File: config.mk
export PLATFORM = sky130hd
export DESIGN_NAME = ldpc_bitflip_decoder
export DESIGN_NICKNAME = d
export VERILOG_FILES = /design/src/rtl/ldpc_bitflip_decoder.sv
export SDC_FILE = /design/constraint.sdc
export NUM_CORES = 1
export LEC_CHECK = 0
export CAP_MARGIN = 30
export CORE_MARGIN = 3
export CORE_UTILIZATION = 30
export CTS_CLUSTER_DIAMETER = 30
export DETAILED_ROUTE_END_ITERATION = 12
export GPL_TIMING_DRIVEN = 0
export SLEW_MARGIN = 20
export SYNTH_ARGS = -nofsm -noshare
export SYNTH_HDL_FRONTEND = slang
export SYNTH_SLANG_ARGS = --single-unit
export TNS_END_PERCENT = 20
File: constraint.sdc
create_clock -name clk -period 7 [get_ports clk]
set_input_delay 1.4 -clock clk [delete_from_list [all_inputs] [get_ports clk]]
set_output_delay 1.4 -clock clk [all_outputs]
set_load 0.005 [all_outputs]
File: src/rtl/ldpc_bitflip_decoder.sv
`default_nettype none
// ============================================================================
// Module      : ldpc_bitflip_decoder
// Description : Iterative hard-decision bit-flipping decoder for cyclic LDPC
//               codes. Parity matrix row r is H_BASE rotated left by r.
//               Each iteration registers the syndrome and then inverts every
//               bit whose unsatisfied-check count reaches FLIP_THRESH.
//               Decoding stops on a zero syndrome, when MAX_ITER iterations
//               have been used, or when no bit qualifies for a flip.
// Ports       : clk, rst_n (sync, active-low)
//               in_valid/in_ready/in_data        - received codeword stream
//               out_valid/out_ready/out_data     - corrected codeword stream
//               out_fail, out_flipped, out_iter  - decode status
//               out_syndrome                     - final syndrome
//               stat_words, stat_fails           - saturating statistics
// Revision    : 1.0 - initial release
// ============================================================================
module ldpc_bitflip_decoder #(
    parameter int unsigned  N           = 15,
    parameter logic [N-1:0] H_BASE      = 15'h00D1,
    parameter int unsigned  FLIP_THRESH = 3,
    parameter int unsigned  MAX_ITER    = 4,
    parameter int unsigned  CNT_W       = 16,
    // Iteration counter width; kept at least one bit so MAX_ITER=0 still
    // yields a legal port.
    parameter int unsigned  ITER_W      = (MAX_ITER > 0) ? $clog2(MAX_ITER + 1) : 1
) (
    input  logic              clk,
    input  logic              rst_n,
    input  logic              in_valid,
    output logic              in_ready,
    input  logic [N-1:0]      in_data,
    output logic              out_valid,
    input  logic              out_ready,
    output logic [N-1:0]      out_data,
    output logic              out_fail,
    output logic              out_flipped,
    output logic [ITER_W-1:0] out_iter,
    output logic [N-1:0]      out_syndrome,
    output logic [CNT_W-1:0]  stat_words,
    output logic [CNT_W-1:0]  stat_fails
);

    localparam int unsigned POP_W = $clog2(N + 1);

    typedef enum logic [1:0] {
        S_IDLE = 2'd0,
        S_SYND = 2'd1,
        S_EVAL = 2'd2,
        S_DONE = 2'd3
    } state_t;

    state_t            r_state;
    state_t            w_state_next;

    logic [N-1:0]      r_word;
    logic [N-1:0]      r_synd;
    logic [ITER_W-1:0] r_iter;
    logic              r_fail;
    logic              r_flipped;
    logic [CNT_W-1:0]  r_stat_words;
    logic [CNT_W-1:0]  r_stat_fails;

    logic [N-1:0]      w_synd;
    logic [N-1:0]      w_flip;
    logic              w_synd_zero;
    logic              w_at_max;
    logic              w_any_flip;

    // ------------------------------------------------------------------
    // Syndrome of the working word: row r of H is H_BASE rotated left by r.
    // ------------------------------------------------------------------
    for (genvar r = 0; r < N; r++) begin : g_row
        localparam logic [N-1:0] c_row = (H_BASE << r) | (H_BASE >> ((N - r) % N));
        assign w_synd[r] = ^(r_word & c_row);
    end

    // ------------------------------------------------------------------
    // Per-column unsatisfied-check count and flip decision, taken from the
    // registered syndrome so EVAL sees a stable value.
    // ------------------------------------------------------------------
    for (genvar j = 0; j < N; j++) begin : g_col
        logic [N-1:0]     w_hit;
        logic [POP_W-1:0] w_cnt;

        for (genvar r = 0; r < N; r++) begin : g_hit
            assign w_hit[r] = r_synd[r] & H_BASE[(j - r + N) % N];
        end

        always_comb begin
            w_cnt = '0;
            for (int k = 0; k < N; k++) begin
                w_cnt = w_cnt + POP_W'(w_hit[k]);
            end
        end

        assign w_flip[j] = (32'(w_cnt) >= FLIP_THRESH);
    end

    assign w_synd_zero = (r_synd == '0);
    assign w_any_flip  = |w_flip;
    assign w_at_max    = (32'(r_iter) == MAX_ITER);

    // ------------------------------------------------------------------
    // State register
    // ------------------------------------------------------------------
    always_ff @(posedge clk) begin
        if (!rst_n) begin
            r_state <= S_IDLE;
        end else begin
            r_state <= w_state_next;
        end
    end

    // ------------------------------------------------------------------
    // Next-state and handshake outputs
    // ------------------------------------------------------------------
    always_comb begin
        w_state_next = r_state;
        in_ready     = 1'b0;
        out_valid    = 1'b0;
        case (r_state)
            S_IDLE: begin
                in_ready = 1'b1;
                if (in_valid) begin
                    w_state_next = S_SYND;
                end
            end
            S_SYND: begin
                w_state_next = S_EVAL;
            end
            S_EVAL: begin
                // Success, iteration budget spent, or a stall all finish.
                if (w_synd_zero || w_at_max || !w_any_flip) begin
                    w_state_next = S_DONE;
                end else begin
                    w_state_next = S_SYND;
                end
            end
            S_DONE: begin
                out_valid = 1'b1;
                if (out_ready) begin
                    w_state_next = S_IDLE;
                end
            end
            default: begin
                w_state_next = S_IDLE;
            end
        endcase
    end

    // ------------------------------------------------------------------
    // Datapath and statistics
    // ------------------------------------------------------------------
    always_ff @(posedge clk) begin
        if (!rst_n) begin
            r_word       <= '0;
            r_synd       <= '0;
            r_iter       <= '0;
            r_fail       <= 1'b0;
            r_flipped    <= 1'b0;
            r_stat_words <= '0;
            r_stat_fails <= '0;
        end else begin
            case (r_state)
                S_IDLE: begin
                    if (in_valid) begin
                        r_word    <= in_data;
                        r_iter    <= '0;
                        r_fail    <= 1'b0;
                        r_flipped <= 1'b0;
                    end
                end
                S_SYND: begin
                    r_synd <= w_synd;
                end
                S_EVAL: begin
                    if (!w_synd_zero) begin
                        if (w_at_max || !w_any_flip) begin
                            r_fail <= 1'b1;
                        end else begin
                            r_word    <= r_word ^ w_flip;
                            r_iter    <= r_iter + ITER_W'(1);
                            r_flipped <= 1'b1;
                        end
                    end
                end
                S_DONE: begin
                    if (out_ready) begin
                        if (r_stat_words != '1) begin
                            r_stat_words <= r_stat_words + CNT_W'(1);
                        end
                        if (r_fail && (r_stat_fails != '1)) begin
                            r_stat_fails <= r_stat_fails + CNT_W'(1);
                        end
                    end
                end
                default: begin
                end
            endcase
        end
    end

    assign out_data     = r_word;
    assign out_syndrome = r_synd;
    assign out_iter     = r_iter;
    assign out_fail     = r_fail;
    assign out_flipped  = r_flipped;
    assign stat_words   = r_stat_words;
    assign stat_fails   = r_stat_fails;

endmodule
`default_nettype wire
**Word level (Yosys, flattened, before mapping)**

Cells that the tools add are included.

- Register bits after elaboration: 69
- Bits of input ports: 19
- Output and inout port bits: 69
- Word-level logic and storage cells: 133

- Add/sub/neg operators: 48
- $lt $le $gt $ge: 15
- Equal/unequal tests: 11
- Multiplexer cells: 21
- Bitwise operators: 1
- Reduce and logical (&&, ||, !) cells: 29

Operator list:

| kind | number |
|---|---|
| 15-bit XOR reduction | 15 |
| 4-bit by 2-bit greater-or-equal comparator with 1-bit output (second input constant) | 15 |
| 15-bit 2-to-1 mux | 3 |
| 3-bit by 1-bit adder with 4-bit output | 11 |
| 2-bit by 1-bit adder with 3-bit output | 12 |
| 16-bit by 1-bit adder with 16-bit output (second input constant) | 2 |
| 16-bit inequality test (second input constant) | 2 |
| 1-bit by 1-bit adder with 2-bit output | 15 |
| 15-bit case mux with 2 select lines | 1 |
| 4-bit by 1-bit adder with 4-bit output | 7 |
| 15-bit zero test | 1 |
| 15-bit OR reduction | 1 |
| 15-bit bitwise XOR | 1 |
| 2-bit inequality test (second input constant) | 5 |
| 3-bit 2-to-1 mux | 3 |
| 2-bit case mux with 4 select lines | 1 |
| 4-bit AND reduction | 2 |
| 1-bit 2-to-1 mux | 7 |
| 2-bit 2-to-1 mux | 3 |
| 3-bit case mux with 2 select lines | 1 |
| 3-bit AND reduction | 2 |
| 2-bit equality test (second input constant) | 2 |
| 1-bit case mux with 2 select lines | 2 |
| 3-bit by 1-bit adder with 3-bit output (second input constant) | 1 |
| 8 further kinds | 10 |

**Longest topological paths before layout**

- Word-level depth: 10
- Mapped depth: 13
- Gate-level depth less buffers: 12

**Worst setup path after synthesis**

No wires, ideal clock.

- Kind: flip-flop to flip-flop
- Start: register r_synd[0] (netlist: out_syndrome[0])
- End: register r_word[11] (netlist: out_data[11])
- Setup time: 0.117 ns
- Data arrival time: 2.848 ns
- Required time: 6.883 ns
- Setup slack: 4.035 ns
- Cell stages (with the launch flop): 12
- Path buffers: 1
- Period minus slack after synthesis: 2.965 ns
- Cell sequence: dfxtp_1 -> inv_1 -> fa_1 -> inv_1 -> ha_1 -> ha_1 -> a21oi_1 -> and4_1 -> a32o_2 -> buf_6 -> or3_1 -> a32o_1

- Longest elaborated chain between the ends: 9
- Elaborated cells between the ends (all ways): 23
- Classes of those cells: add/sub: 12; order compare: 4; eq/ne: 2; reduce/logical: 5

Ends and longest elaborated chain:

| item | line | text |
|---|---|---|
| from (decl) | 57 | `logic [N-1:0] r_synd;` |
| from (signal assigned) | 175 | `r_synd <= w_synd;` |
| 1-bit by 1-bit adder with 2-bit output | 93 | `w_cnt = w_cnt + POP_W'(w_hit[k]);` |
| 2-bit by 1-bit adder with 3-bit output | 93 |  |
| 3-bit by 1-bit adder with 4-bit output | 93 |  |
| 4-bit by 2-bit greater-or-equal comparator with 1-bit output | 97 | `assign w_flip[j] = (32'(w_cnt) >= FLIP_THRESH);` |
| 15-bit OR reduction | 101 | `assign w_any_flip = \|w_flip;` |
| 1-bit zero test | 179 | `if (w_at_max \|\| !w_any_flip) begin` |
| 1-bit logical OR | 179 |  |
| 2-bit inequality test (no line) | - |  |
| 4-bit AND reduction (no line) * | - |  |
| to (signal assigned) | 168 | `r_word <= in_data;` |
| to (signal assigned) | 182 | `r_word <= r_word ^ w_flip;` |
| to (decl) | 56 | `logic [N-1:0] r_word;` |

Every way passes the cells marked *; elsewhere a longest branch is shown, timed or not.
A chain may end at the register's enable or synchronous reset.

**Final worst setup path**

- Start: register r_synd[14] (netlist: out_syndrome[14])
- End: register r_word[14] (netlist: out_data[14])

- Longest elaborated chain between the ends: 7
- Elaborated cells between the ends (all ways): 19
- Classes of those cells: add/sub: 4; order compare: 4; eq/ne: 2; mux: 3; bitwise: 1; reduce/logical: 5

Ends and longest elaborated chain:

| item | line |
|---|---|
| 4-bit by 1-bit adder with 4-bit output or 3-bit by 1-bit adder with 4-bit output (tied branches) | 93 |
| 4-bit by 2-bit greater-or-equal comparator with 1-bit output | 97 |
| 15-bit OR reduction | 101 |
| 1-bit zero test | 179 |
| 1-bit logical OR | 179 |
| 2-bit inequality test (no line) | - |
| 4-bit AND reduction (no line) | - |

Parallel ways exist; a longest one is shown, timed or not. The select of a mux whose other input is x is not followed.

==> metrics.txt <==
# TYPE chip_impl_metric gauge
chip_impl_metric{name="syn_avg_cell_area",unit="um2"} 8.89
chip_impl_metric{name="die_width",unit="um"} 129
chip_impl_metric{name="detailedRoute.firstPassIterationCount",unit=""} 4
chip_impl_metric{name="post-dp-hpwl",unit="um"} 10100
chip_impl_metric{name="postCtsSetupRepairBufs",unit=""} 0
chip_impl_metric{name="overall_global_routing_usage",unit=""} 0.154
chip_impl_info{name="outcome",value="finished, final reports clean"} 1
chip_impl_info{name="worstSetupPathType",value="flip-flop to flip-flop"} 1
chip_impl_metric{name="grt_pass1_wl",unit="um"} 20300
chip_impl_metric{name="final-setup-viol-count",unit=""} 0
chip_impl_info{name="ys_dominant_reg_cell",value="dfxtp_1"} 1
chip_impl_metric{name="drt.antenna.violating_nets",unit=""} 0
chip_impl_metric{name="post_synth_edffs",unit=""} 0
chip_impl_metric{name="drt-wirelength-per-cell",unit="um"} 15.7
chip_impl_metric{name="clk_pin_slew",unit="ns"} 0.06
chip_impl_metric{name="syn-instance-count",unit=""} 514
chip_impl_metric{name="numCtsBuffers",unit=""} 9
chip_impl_metric{name="drt_drc_violations_left",unit=""} 0
chip_impl_metric{name="critical_path_arrival",unit="ns"} 3.81
chip_impl_metric{name="cp.required",unit="ns"} 7.22
chip_impl_metric{name="initial_core_util",unit=""} 0.311
chip_impl_metric{name="clock_insertion_delay_worst_skew",unit="ns"} 0.34
chip_impl_metric{name="syn_nets",unit=""} 585
chip_impl_metric{name="i_o_pin_count",unit=""} 88
chip_impl_metric{name="finalHoldWorstSlack",unit="ns"} 0.494
chip_impl_metric{name="vias_per_cell",unit=""} 4.97
chip_impl_metric{name="maxCapViolCount",unit=""} 0
chip_impl_metric{name="cts_num_sinks",unit=""} 69
chip_impl_metric{name="cts.hold.buffers_added",unit=""} 0
chip_impl_info{name="min-delay-path-class",value="flip-flop to flip-flop"} 1
chip_impl_metric{name="leakage",unit="nW"} 2.28
chip_impl_metric{name="slew_headroom",unit=""} 0.538
chip_impl_metric{name="h-tree-depth",unit=""} 3
chip_impl_metric{name="finish.utilization",unit=""} 0.405
chip_impl_info{name="commonest_cells_after_routing_fill_and_taps_aside",value="clkdlybuf4s50_1 (87), dfxtp_1 (69), xnor2_1 (54)"} 1
chip_impl_metric{name="drive_above_1_share",unit=""} 0.0632
chip_impl_metric{name="first_global_vias",unit=""} 3927
chip_impl_info{name="startpoint_type",value="flip-flop"} 1
chip_impl_metric{name="period_share",unit=""} 0.512
chip_impl_metric{name="synth_seq_area_share",unit=""} 0.302
chip_impl_metric{name="final_nets",unit=""} 683
chip_impl_metric{name="max_root_sink_buffers",unit=""} 2
chip_impl_metric{name="globalplace.congestion",unit=""} 0.891
chip_impl_metric{name="fp-row-count",unit=""} 44
chip_impl_metric{name="worst-slew-pin-transition",unit="ns"} 0.693
chip_impl_metric{name="initial_antenna_violation_count",unit=""} 0
chip_impl_metric{name="setup_total_negative_slack",unit="ns"} 0
chip_impl_info{name="tritoncts",value="done"} 1
chip_impl_metric{name="synthArstFlopShare",unit=""} 0
chip_impl_metric{name="max_freq",unit="MHz"} 279
chip_impl_info{name="endpoint_class_of_the_critical_path",value="flip-flop"} 1
chip_impl_metric{name="design.die.area",unit="mm2"} 0.0168
chip_impl_metric{name="vdd.ir_drop.worst",unit="mV"} 0.165
chip_impl_info{name="layout.cells.most_common",value="clkdlybuf4s50_1"} 1
chip_impl_metric{name="drt_first_iter_violations",unit=""} 232
chip_impl_metric{name="grt_start_max_net_pins",unit=""} 14
chip_impl_metric{name="clock-skew-final",unit="ns"} 0.00872
chip_impl_metric{name="synth.cell_area",unit="mm2"} 0.00457
chip_impl_metric{name="finalHoldViolCount",unit=""} 0
chip_impl_metric{name="via_count",unit=""} 3980
chip_impl_info{name="clock-root-buffer",value="clkbuf_16"} 1
chip_impl_metric{name="totalWireLength",unit="um"} 12600
chip_impl_metric{name="num_antenna_cells",unit=""} 0
chip_impl_metric{name="flow.area_growth_from_synthesis",unit="%"} 30.3
chip_impl_metric{name="post-route-min-period",unit="ns"} 3.59
chip_impl_metric{name="yosys_warnings",unit=""} 0
chip_impl_metric{name="cts-resized-gates",unit=""} 0
chip_impl_metric{name="place.port_buffers",unit=""} 87
chip_impl_info{name="grt_setup_unrepaired",value="false"} 1
chip_impl_metric{name="maxSlewViolCount",unit=""} 0
chip_impl_metric{name="postSynthRegisterBits",unit=""} 69
chip_impl_metric{name="cellPowerDensity",unit="mW/mm2"} 284
chip_impl_metric{name="dieHeight",unit="um"} 129
chip_impl_metric{name="core-area",unit="mm2"} 0.0147
chip_impl_metric{name="overflow",unit=""} 0
chip_impl_metric{name="synth_cell_types",unit=""} 47
chip_impl_metric{name="worstPathMaxFanout",unit=""} 10
[state kept, by name, summed over array words and instances (netlist names)]
signal	cells
out_iter	3
stat_fails	16
out_syndrome	15
out_data	15
stat_words	16
out_fail	1
r_state	2
out_flipped	1
[report_power, final]
group / switching [W] / internal (W) / leakage, nW
registers: 0.0000589 / 0.000438 / 0.561
clock network: 0.000179 / 0.000251 / 0.135
logic: 0.000417 / 0.000351 / 1.59
[worst max-delay path: stages (launching register included)]
cell and delay [ns]:
dfxtp_1 0.53, inv_1 0.18, fa_1 0.50, inv_1 0.04
ha_1 0.18, ha_1 0.27, a21oi_1 0.42, nand4_1 0.18
nor3_2 0.31, a32o_2 0.36, a211oi_4 0.13, buf_6 0.16
a32o_1 0.21
[synth_stat cells (3+ instances only)]
cell type  number  area (um2)
or3_2           8        60.1
xnor2_1        54         473
nor3_1          3        15.0
and2_1          5        31.3
a21oi_1        21         105
a32o_1         15         150
buf_6           3        33.8
o21ai_0         7        35.0
a211oi_1       16         120
xor2_1         17         149
or3_1          10        62.6
inv_1          41         154
and3_1          8        50.1
nand3_1        16        80.1
o31ai_1        16         120
fa_1           15         300
dfxtp_1        69        1380
nand2_1        33         124
nor2_1         46         173
ha_1           37         463
nand4_1        14        87.6
clkbuf_1       26        97.6
[worst paths after layout]
check / start / endpoint / slack (ns) / depth (start not counted)
max: out_syndrome[14]$_SDFFE_PN0N_ / out_data[14]$_SDFFE_PN0P_ / 3.41 / 12
min: out_flipped$_SDFFE_PN0P_ / out_flipped$_SDFFE_PN0P_ / 0.49 / 2
max reg2reg: out_syndrome[14]$_SDFFE_PN0N_ / out_data[14]$_SDFFE_PN0P_ / 3.41 / 12
min reg2reg: out_flipped$_SDFFE_PN0P_ / out_flipped$_SDFFE_PN0P_ / 0.49 / 2
[kinds of logic after synthesis]
group	Yosys count	share of synthesized area
buf+inv	73	0.0651
simple gates	160	0.183
xor+xnor	71	0.136
mux	2	0.00438
fa+ha+maj	52	0.167
flops	69	0.302
compound gates	87	0.143
[area by class of cell]
type	instances	area (um2)
multi-input cells	372	2890
flip-flops and latches	69	1380
repair buffers	87	871
clock buffers	10	239
clock inverters	6	46.3
fillers	1438	8740
plain buffers	32	144
inverters	41	154
well taps	184	230
[routing by layer]
layer	wire [um]	up-vias	track usage
met3	610	19	0.0309
li1	-	1973	-
met4	267	0	0.0507
met2	5890	107	0.248
met5	0	-	0
met1	5830	1881	0.207
[stage by stage]
stage	cell area [um2]	setup WS, ns	power [W]	std cells
after detailed placement	5670	3.28	0.00127	785
after global placement	5670	3.28	0.00126	785
after floorplan	4570	4.03	0.00102	514
after global routing	5960	3.24	0.00183	801
after CTS	5960	3.48	0.00171	801
final	5960	3.41	0.00170	801
Note: power is estimated with default switching activity, not from simulation.
